<file path="src/rtl/uart_tx_fifo_if.sv">
// rtl/uart_tx_fifo_if.sv - host-side handshake and status bundle for uart_tx_fifo
//
// Signals:
//   trmt       host -> tx  one-cycle strobe, pushes tx_data into the FIFO
//   tx_data    host -> tx  word to transmit, DATA_BITS wide
//   TX         tx -> host  serial line, idles high
//   tx_busy    tx -> host  frame on the line
//   tx_done    tx -> host  FIFO fully drained, held until the next frame starts
//   fifo_full  tx -> host  FIFO holds FIFO_DEPTH entries
//   fifo_empty tx -> host  FIFO holds no entries
//   tx_ovf     tx -> host  one-cycle pulse after a push was dropped
interface uart_tx_fifo_if #(
    parameter int DATA_BITS = 8
);
    logic                 trmt;
    logic [DATA_BITS-1:0] tx_data;
    logic                 TX;
    logic                 tx_busy;
    logic                 tx_done;
    logic                 fifo_full;
    logic                 fifo_empty;
    logic                 tx_ovf;

    modport master (
        output trmt, tx_data,
        input  TX, tx_busy, tx_done, fifo_full, fifo_empty, tx_ovf
    );

    modport slave (
        input  trmt, tx_data,
        output TX, tx_busy, tx_done, fifo_full, fifo_empty, tx_ovf
    );
endinterface

</file>
<file path="src/rtl/uart_tx_fifo.sv">
// rtl/uart_tx_fifo.sv - parametrised UART transmitter with a small transmit FIFO
//
// Ports:
//   clk    system clock
//   rst_n  asynchronous active-low reset
//   bus    uart_tx_fifo_if.slave: trmt/tx_data in; TX, tx_busy, tx_done,
//          fifo_full, fifo_empty, tx_ovf out
//
// Frames are start, DATA_BITS data (LSB first), optional parity, STOP_BITS
// stop bits, each bit held CLK_DIV clocks. Queued words drain back-to-back.
module uart_tx_fifo #(
    parameter int CLK_DIV    = 5208,
    parameter int DATA_BITS  = 8,
    parameter int PARITY_EN  = 0,
    parameter int PARITY_ODD = 0,
    parameter int STOP_BITS  = 1,
    parameter int FIFO_DEPTH = 4
) (
    input  logic            clk,
    input  logic            rst_n,
    uart_tx_fifo_if.slave   bus
);

    localparam int AW = $clog2(FIFO_DEPTH);

    typedef enum logic [2:0] {
        IDLE,
        START,
        DATA,
        PARITY,
        STOP
    } state_t;

    // ---------------------------------------------------------------- FIFO
    logic [DATA_BITS-1:0] mem [FIFO_DEPTH];
    logic [AW-1:0]        wr_ptr;
    logic [AW-1:0]        rd_ptr;
    logic [AW:0]          count;
    logic [AW:0]          count_nxt;
    logic                 full_r;
    logic                 empty_r;
    logic                 ovf_r;
    logic                 push;
    logic                 pop;

    // full_r is the registered flag, so a same-cycle pop never frees a slot
    // for the push arriving with it.
    assign push      = bus.trmt & ~full_r;
    assign count_nxt = count + (AW+1)'(push) - (AW+1)'(pop);

    always_ff @(posedge clk) begin
        if (push) begin
            mem[wr_ptr] <= bus.tx_data;
        end
    end

    always_ff @(posedge clk or negedge rst_n) begin
        if (!rst_n) begin
            wr_ptr  <= '0;
            rd_ptr  <= '0;
            count   <= '0;
            full_r  <= 1'b0;
            empty_r <= 1'b1;
            ovf_r   <= 1'b0;
        end else begin
            if (push) begin
                wr_ptr <= wr_ptr + 1'b1;
            end
            if (pop) begin
                rd_ptr <= rd_ptr + 1'b1;
            end
            count   <= count_nxt;
            full_r  <= (count_nxt == (AW+1)'(FIFO_DEPTH));
            empty_r <= (count_nxt == '0);
            ovf_r   <= bus.trmt & full_r;
        end
    end

    // ------------------------------------------------------------ framer
    state_t               state, state_nxt;
    logic [15:0]          baud_cnt, baud_nxt;
    logic [3:0]           bit_cnt, bit_nxt;
    logic [DATA_BITS-1:0] shift, shift_nxt;
    logic                 par_bit, par_nxt;
    logic                 tx_r, tx_nxt;
    logic                 busy_r, busy_nxt;
    logic                 done_r, done_nxt;
    logic                 bit_end;
    logic [DATA_BITS-1:0] head;

    assign head    = mem[rd_ptr];
    assign bit_end = (baud_cnt == 16'(CLK_DIV - 1));

    always_ff @(posedge clk or negedge rst_n) begin
        if (!rst_n) begin
            state    <= IDLE;
            baud_cnt <= '0;
            bit_cnt  <= '0;
            shift    <= '0;
            par_bit  <= 1'b0;
            tx_r     <= 1'b1;
            busy_r   <= 1'b0;
            done_r   <= 1'b0;
        end else begin
            state    <= state_nxt;
            baud_cnt <= baud_nxt;
            bit_cnt  <= bit_nxt;
            shift    <= shift_nxt;
            par_bit  <= par_nxt;
            tx_r     <= tx_nxt;
            busy_r   <= busy_nxt;
            done_r   <= done_nxt;
        end
    end

    always_comb begin
        state_nxt = state;
        baud_nxt  = baud_cnt;
        bit_nxt   = bit_cnt;
        shift_nxt = shift;
        par_nxt   = par_bit;
        tx_nxt    = tx_r;
        busy_nxt  = busy_r;
        done_nxt  = done_r;
        pop       = 1'b0;

        if (state != IDLE) begin
            baud_nxt = bit_end ? 16'd0 : baud_cnt + 16'd1;
        end

        case (state)
            IDLE: begin
                if (!empty_r) begin
                    pop       = 1'b1;
                    shift_nxt = head;
                    par_nxt   = (^head) ^ 1'(PARITY_ODD);
                    baud_nxt  = '0;
                    bit_nxt   = '0;
                    tx_nxt    = 1'b0;
                    busy_nxt  = 1'b1;
                    done_nxt  = 1'b0;
                    state_nxt = START;
                end
            end
            START: begin
                if (bit_end) begin
                    tx_nxt    = shift[0];
                    state_nxt = DATA;
                end
            end
            DATA: begin
                if (bit_end) begin
                    if (bit_cnt == 4'(DATA_BITS - 1)) begin
                        // bit_cnt is reused to count stop bits
                        bit_nxt = '0;
                        if (PARITY_EN != 0) begin
                            tx_nxt    = par_bit;
                            state_nxt = PARITY;
                        end else begin
                            tx_nxt    = 1'b1;
                            state_nxt = STOP;
                        end
                    end else begin
                        bit_nxt   = bit_cnt + 4'd1;
                        shift_nxt = {1'b0, shift[DATA_BITS-1:1]};
                        tx_nxt    = shift[1];
                    end
                end
            end
            PARITY: begin
                if (bit_end) begin
                    bit_nxt   = '0;
                    tx_nxt    = 1'b1;
                    state_nxt = STOP;
                end
            end
            STOP: begin
                if (bit_end) begin
                    if (bit_cnt == 4'(STOP_BITS - 1)) begin
                        if (!empty_r) begin
                            // next start bit follows the stop bit with no gap
                            pop       = 1'b1;
                            shift_nxt = head;
                            par_nxt   = (^head) ^ 1'(PARITY_ODD);
                            baud_nxt  = '0;
                            bit_nxt   = '0;
                            tx_nxt    = 1'b0;
                            state_nxt = START;
                        end else begin
                            tx_nxt    = 1'b1;
                            busy_nxt  = 1'b0;
                            done_nxt  = 1'b1;
                            state_nxt = IDLE;
                        end
                    end else begin
                        bit_nxt = bit_cnt + 4'd1;
                    end
                end
            end
            default: begin
                state_nxt = IDLE;
                tx_nxt    = 1'b1;
                busy_nxt  = 1'b0;
            end
        endcase
    end

    assign bus.TX         = tx_r;
    assign bus.tx_busy    = busy_r;
    assign bus.tx_done    = done_r;
    assign bus.fifo_full  = full_r;
    assign bus.fifo_empty = empty_r;
    assign bus.tx_ovf     = ovf_r;

endmodule

</file>
<file path="src/flat_wrapper.sv">
// flat-port wrapper written by rule: the top's interface ports become plain ports
module uart_tx_fifo_flat 
#(
    parameter int CLK_DIV    = 5208,
    parameter int DATA_BITS  = 8,
    parameter int PARITY_EN  = 0,
    parameter int PARITY_ODD = 0,
    parameter int STOP_BITS  = 1,
    parameter int FIFO_DEPTH = 4
)
  (clk, rst_n, bus_trmt, bus_tx_data, bus_TX, bus_tx_busy, bus_tx_done, bus_fifo_full, bus_fifo_empty, bus_tx_ovf);
  uart_tx_fifo_if #(.DATA_BITS(DATA_BITS)) bus_i ();
  input  logic clk;
  input  logic rst_n;
  input wire logic [$bits(bus_i.trmt)-1:0] bus_trmt;
  input wire logic [$bits(bus_i.tx_data)-1:0] bus_tx_data;
  output wire logic [$bits(bus_i.TX)-1:0] bus_TX;
  output wire logic [$bits(bus_i.tx_busy)-1:0] bus_tx_busy;
  output wire logic [$bits(bus_i.tx_done)-1:0] bus_tx_done;
  output wire logic [$bits(bus_i.fifo_full)-1:0] bus_fifo_full;
  output wire logic [$bits(bus_i.fifo_empty)-1:0] bus_fifo_empty;
  output wire logic [$bits(bus_i.tx_ovf)-1:0] bus_tx_ovf;
  assign bus_i.trmt = bus_trmt;
  assign bus_i.tx_data = bus_tx_data;
  assign bus_TX = bus_i.TX;
  assign bus_tx_busy = bus_i.tx_busy;
  assign bus_tx_done = bus_i.tx_done;
  assign bus_fifo_full = bus_i.fifo_full;
  assign bus_fifo_empty = bus_i.fifo_empty;
  assign bus_tx_ovf = bus_i.tx_ovf;
  uart_tx_fifo #(.CLK_DIV(CLK_DIV), .DATA_BITS(DATA_BITS), .PARITY_EN(PARITY_EN), .PARITY_ODD(PARITY_ODD), .STOP_BITS(STOP_BITS), .FIFO_DEPTH(FIFO_DEPTH)) u_core (.clk(clk), .rst_n(rst_n), .bus(bus_i));
endmodule
</file>
<file path="config.mk">
export PLATFORM = sky130hd
export DESIGN_NAME = uart_tx_fifo_flat
export DESIGN_NICKNAME = d
export VERILOG_FILES = /design/src/rtl/uart_tx_fifo_if.sv /design/src/rtl/uart_tx_fifo.sv /design/src/flat_wrapper.sv
export SDC_FILE = /design/constraint.sdc
export NUM_CORES = 1
export LEC_CHECK = 0
export ABC_CLOCK_PERIOD_IN_PS = 6350
export CELL_PAD_IN_SITES_DETAIL_PLACEMENT = 0
export CELL_PAD_IN_SITES_GLOBAL_PLACEMENT = 2
export CORE_MARGIN = 2
export CORE_UTILIZATION = 45
export DETAILED_ROUTE_END_ITERATION = 8
export DONT_BUFFER_PORTS = 1
export GPL_TIMING_DRIVEN = 0
export HOLD_SLACK_MARGIN = 0.05
export PLACE_DENSITY = 0.9
export RECOVER_POWER = 50
export SKIP_LAST_GASP = 1
export SLEW_MARGIN = 20
export SYNTH_ARGS = -nofsm -noshare
export SYNTH_HDL_FRONTEND = slang
export SYNTH_SLANG_ARGS = --single-unit
</file>
<file path="constraint.sdc">
create_clock -name clk -period 6.35 [get_ports clk]
set_input_delay 1.27 -clock clk [delete_from_list [all_inputs] [get_ports clk]]
set_output_delay 1.27 -clock clk [all_outputs]
set_load 0.01 [all_outputs]
</file>
==> summary.md <==
| Metric | Value |
|---|---|
| Post-Synth Simple-Gate Area | `0.1407` |
| Area of the multi-input gates | `0.001453 mm^2` |
| Post-Route WL | `6213 um` |
| Dpl cell area | `0.003747 mm^2` |
| Worst slew margin | `0.6424` |
| Min Tclk post-route | `3193 ps` |
| CTS Root Cell | `clkbuf_8` |
| Status | `finished clean` |
| Worst-Margin Slew | `536.4 ps` |
| Fin Hold WS | `516.3 ps` |
| Hold Fails Final Rpt | `0` |
| Mapped Cells | `271` |
| Yosys warnings | `0` |
| Fin area | `0.003936 mm^2` |
| CP arrival | `3460 ps` |
| Layout Skew | `14.77 ps` |
| Antenna cell count | `0` |
| Worst-Skew Late Latency | `350 ps` |
| Largest net degree at the start of global routing | `45` |
| Clk buf depth | `2` |
| CTS tree | `done` |
| Unrepaired setup endpoints after global routing | `no` |
| Initial core utilization | `0.4660` |
| Final slew viol count | `0` |
| P_leak | `0.001564 uW` |
| Register area | `0.002064 mm^2` |
| Drt pass-1 iters | `4` |
| Post-CTS Hold Buffers | `0` |
| Ys async rst share | `0.5789` |
| Top post-synthesis cells by area | `dfrtp_1 (29%), edfxtp_1 (27%), mux4_2 (5.0%), xnor2_1 (3.6%), mux2_4 (3.3%)` |
| Final worst setup slack | `3157 ps` |
| Syn Nets | `292` |
| Number of DRC markers in iteration 0 | `100` |
| Worst vdd ir | `0.2241 mV` |
| TritonCTS buffer count | `9` |
| Layout cells sized above 1 | `0.2056` |
| Max Freq | `0.3132 GHz` |
| Synth Register Bits | `76` |
| Seq/Total Area, Yosys | `0.5703` |
| Yosys top cell by area | `dfrtp_1` |
| EDFF count, synth | `32` |
| Primary FF master, synth | `dfrtp_1` |
| Initial antenna violation count | `0` |
| Hold Crit Class | `register to register` |
| DRC errors left | `0` |
| Xor/xnor share of the synthesized area | `0.05081` |
| Final nets | `303` |
| CTS sink cnt | `76` |
| Gr usage total | `0.1618` |
| Synth unique cells | `57` |
| Port buffer count | `0` |
| Post-synth top area share | `0.2904` |
| Final setup violation count | `0` |
| Die area | `0.008777 mm^2` |
| Critical Path RT | `6620 ps` |
| Vias | `2,052` |
| Core area | `0.007767 mm^2` |
| Mux contribution to synthesized area | `0.1078` |
| Rows | `32` |
| P per Cell Area | `368.3 mW/mm^2` |
| Clock transition at path regs | `100 ps` |
| Largest family of logic cells by synthesized area | `simple AND/OR/NAND/NOR gates` |
| Num ports | `17` |
| Syn Std Cell Area | `0.003620 mm^2` |
| Area grow syn2layout | `8.745%` |
| Place WS | `3149 ps` |
| Setup repair bufs after CTS | `0` |
| Post-synthesis adder-cell area fraction | `0.03664` |
| Global-route wire length before repair | `10,750 um` |
| Number of global-route vias before repair | `2,155` |
| Post-CTS Resized | `0` |
| Mapped Avg Cell Area | `13.36 um^2` |
| Crit path max fanout | `5` |
| Setup crit start kind | `register` |
| Routed length per instance | `15.97 um` |
| Layout fillers | `676` |
| Final antenna-violating net count | `0` |
| TNS Setup | `0 ps` |
| Compound-cell area share of the yosys netlist | `0.06533` |
| GRT overflow | `0` |
| Max cap viols | `0` |
| HPWL after DPL | `4177 um` |
| DR vias/cell | `5.275` |
| CP Capture Type | `register` |
| Setup CP Type | `register to register` |
| Htree depth | `3` |
| Die width | `93.69 um` |
| Fin crit share | `0.5028` |
| GPL Wtd Cong | `0.7640` |
| Vert. Die Dim | `93.69 um` |
## critical path: stages, from the launching register on
cell and delay, ps:
dfrtp_1 440, inv_1 80, ha_1 150, or3b_2 510, o211a_1 320, nor2_2 270
ha_1 180, inv_1 40, ha_1 180, fa_1 380, xnor2_1 200, xnor2_1 180
nor3b_1 200
## where the power goes
part           leakage (uW)  total [uW]  switching (uW)  internal (uW)
Combinational      0.000618         394             184            210
Clock             0.0000947         357             205            152
Sequential         0.000851         699            64.7            634
Total               0.00156        1450             454            996
## layout by cell type (no fill, tap or decap), types with 3 or more instances in the layout
cell / n
dfrtp_1: 42
edfxtp_1: 32
nor2_1: 24
xnor2_1: 15
inv_1: 12
nand3_1: 11
ha_1: 9
clkbuf_8: 9
o21ai_0: 8
mux4_2: 8
mux2_2: 8
mux2_4: 8
nand2_1: 7
nor3_1: 7
clkbuf_1: 6
xor2_1: 6
a21oi_1: 6
nor2b_1: 5
and2_1: 5
buf_2: 4
inv_6: 3
## state kept, by name, summed over array words and instances (netlist names)
signal                 flops
u_core.state               3
u_core.mem                32
u_core.rd_ptr              2
u_core.shift               8
u_core.bit_cnt             4
u_core.bus.fifo_empty      1
u_core.bus.tx_done         1
u_core.bus.tx_busy         1
u_core.bus.TX              1
u_core.baud_cnt           16
u_core.bus.tx_ovf          1
u_core.count               3
u_core.wr_ptr              2
u_core.bus.fifo_full       1
## worst paths after layout
| kind | from | to | slack [ps] | cells after the start |
|---|---|---|---|---|
| min in group asynchronous | rst_n | u_core.shift[2] | 600 | 0 |
| hold reg to reg | u_core.shift[6] | u_core.shift[6] | 520 | 1 |
| hold / removal | u_core.shift[6] | u_core.shift[6] | 520 | 1 |
| setup / recovery | u_core.bit_cnt[0] | u_core.bus.fifo_full | 3160 | 12 |
| setup reg to reg | u_core.bit_cnt[0] | u_core.bus.fifo_full | 3160 | 12 |
| max in group asynchronous | rst_n | u_core.bus.TX | 5560 | 0 |
## metrics by stage
stage	util	instances	total power, uW
3_3_place_gp	0.4824	373	1101
6_report	0.5068	389	1450
3_5_place_dp	0.4824	373	1110
2_1_floorplan	-	271	1026
4_1_cts	0.5068	389	1473
5_1_grt	0.5068	389	1548
## kinds of logic (layout without fill, tap and decap cells)
logic type | count (synthesis) | after routing
xor+xnor | 21 | 21
compound gates | 32 | 32
simple gates | 84 | 84
mux | 24 | 24
flops | 76 | 76
fa+ha+maj | 10 | 10
buf+inv | 24 | 40
## synth_stat cells, types with 2 or more instances
master	n
o211ai_2	2
buf_2	4
mux2_2	8
nand3b_1	2
or3_1	2
mux4_2	8
o21ai_0	8
o21ai_1	2
nand4_1	2
nor2_1	24
clkbuf_1	6
and3b_1	2
nand2_1	7
xor2_1	6
nor3b_1	2
dfstp_2	2
nand4_2	2
and3_1	2
edfxtp_1	32
a21oi_1	6
inv_1	12
mux2_4	8
and2_1	5
ha_1	9
dfrtp_1	42
nor3_1	7
xnor2_1	15
nand3_1	11
nor2b_1	5
## routing by layer
| layer | GRT usage | vias to the layer above | routed length (um) |
|---|---|---|---|
| met5 | 0 | - | 0 |
| met4 | 0.05072 | 0 | 51 |
| met3 | 0.05457 | 4 | 167 |
| met2 | 0.2458 | 23 | 2893 |
| met1 | 0.2207 | 1025 | 3100 |
| li1 | - | 1000 | - |
## final cells by class
type	count	share of cell area
Buffer	12	0.01462
Clock buffer	9	0.03147
Clock inverter	7	0.01653
Inverter	12	0.01144
Multi-Input combinational cell	171	0.3690
Sequential cell	76	0.5245
Tap cell	102	0.03242
Note: power is estimated with default switching activity, not from simulation.
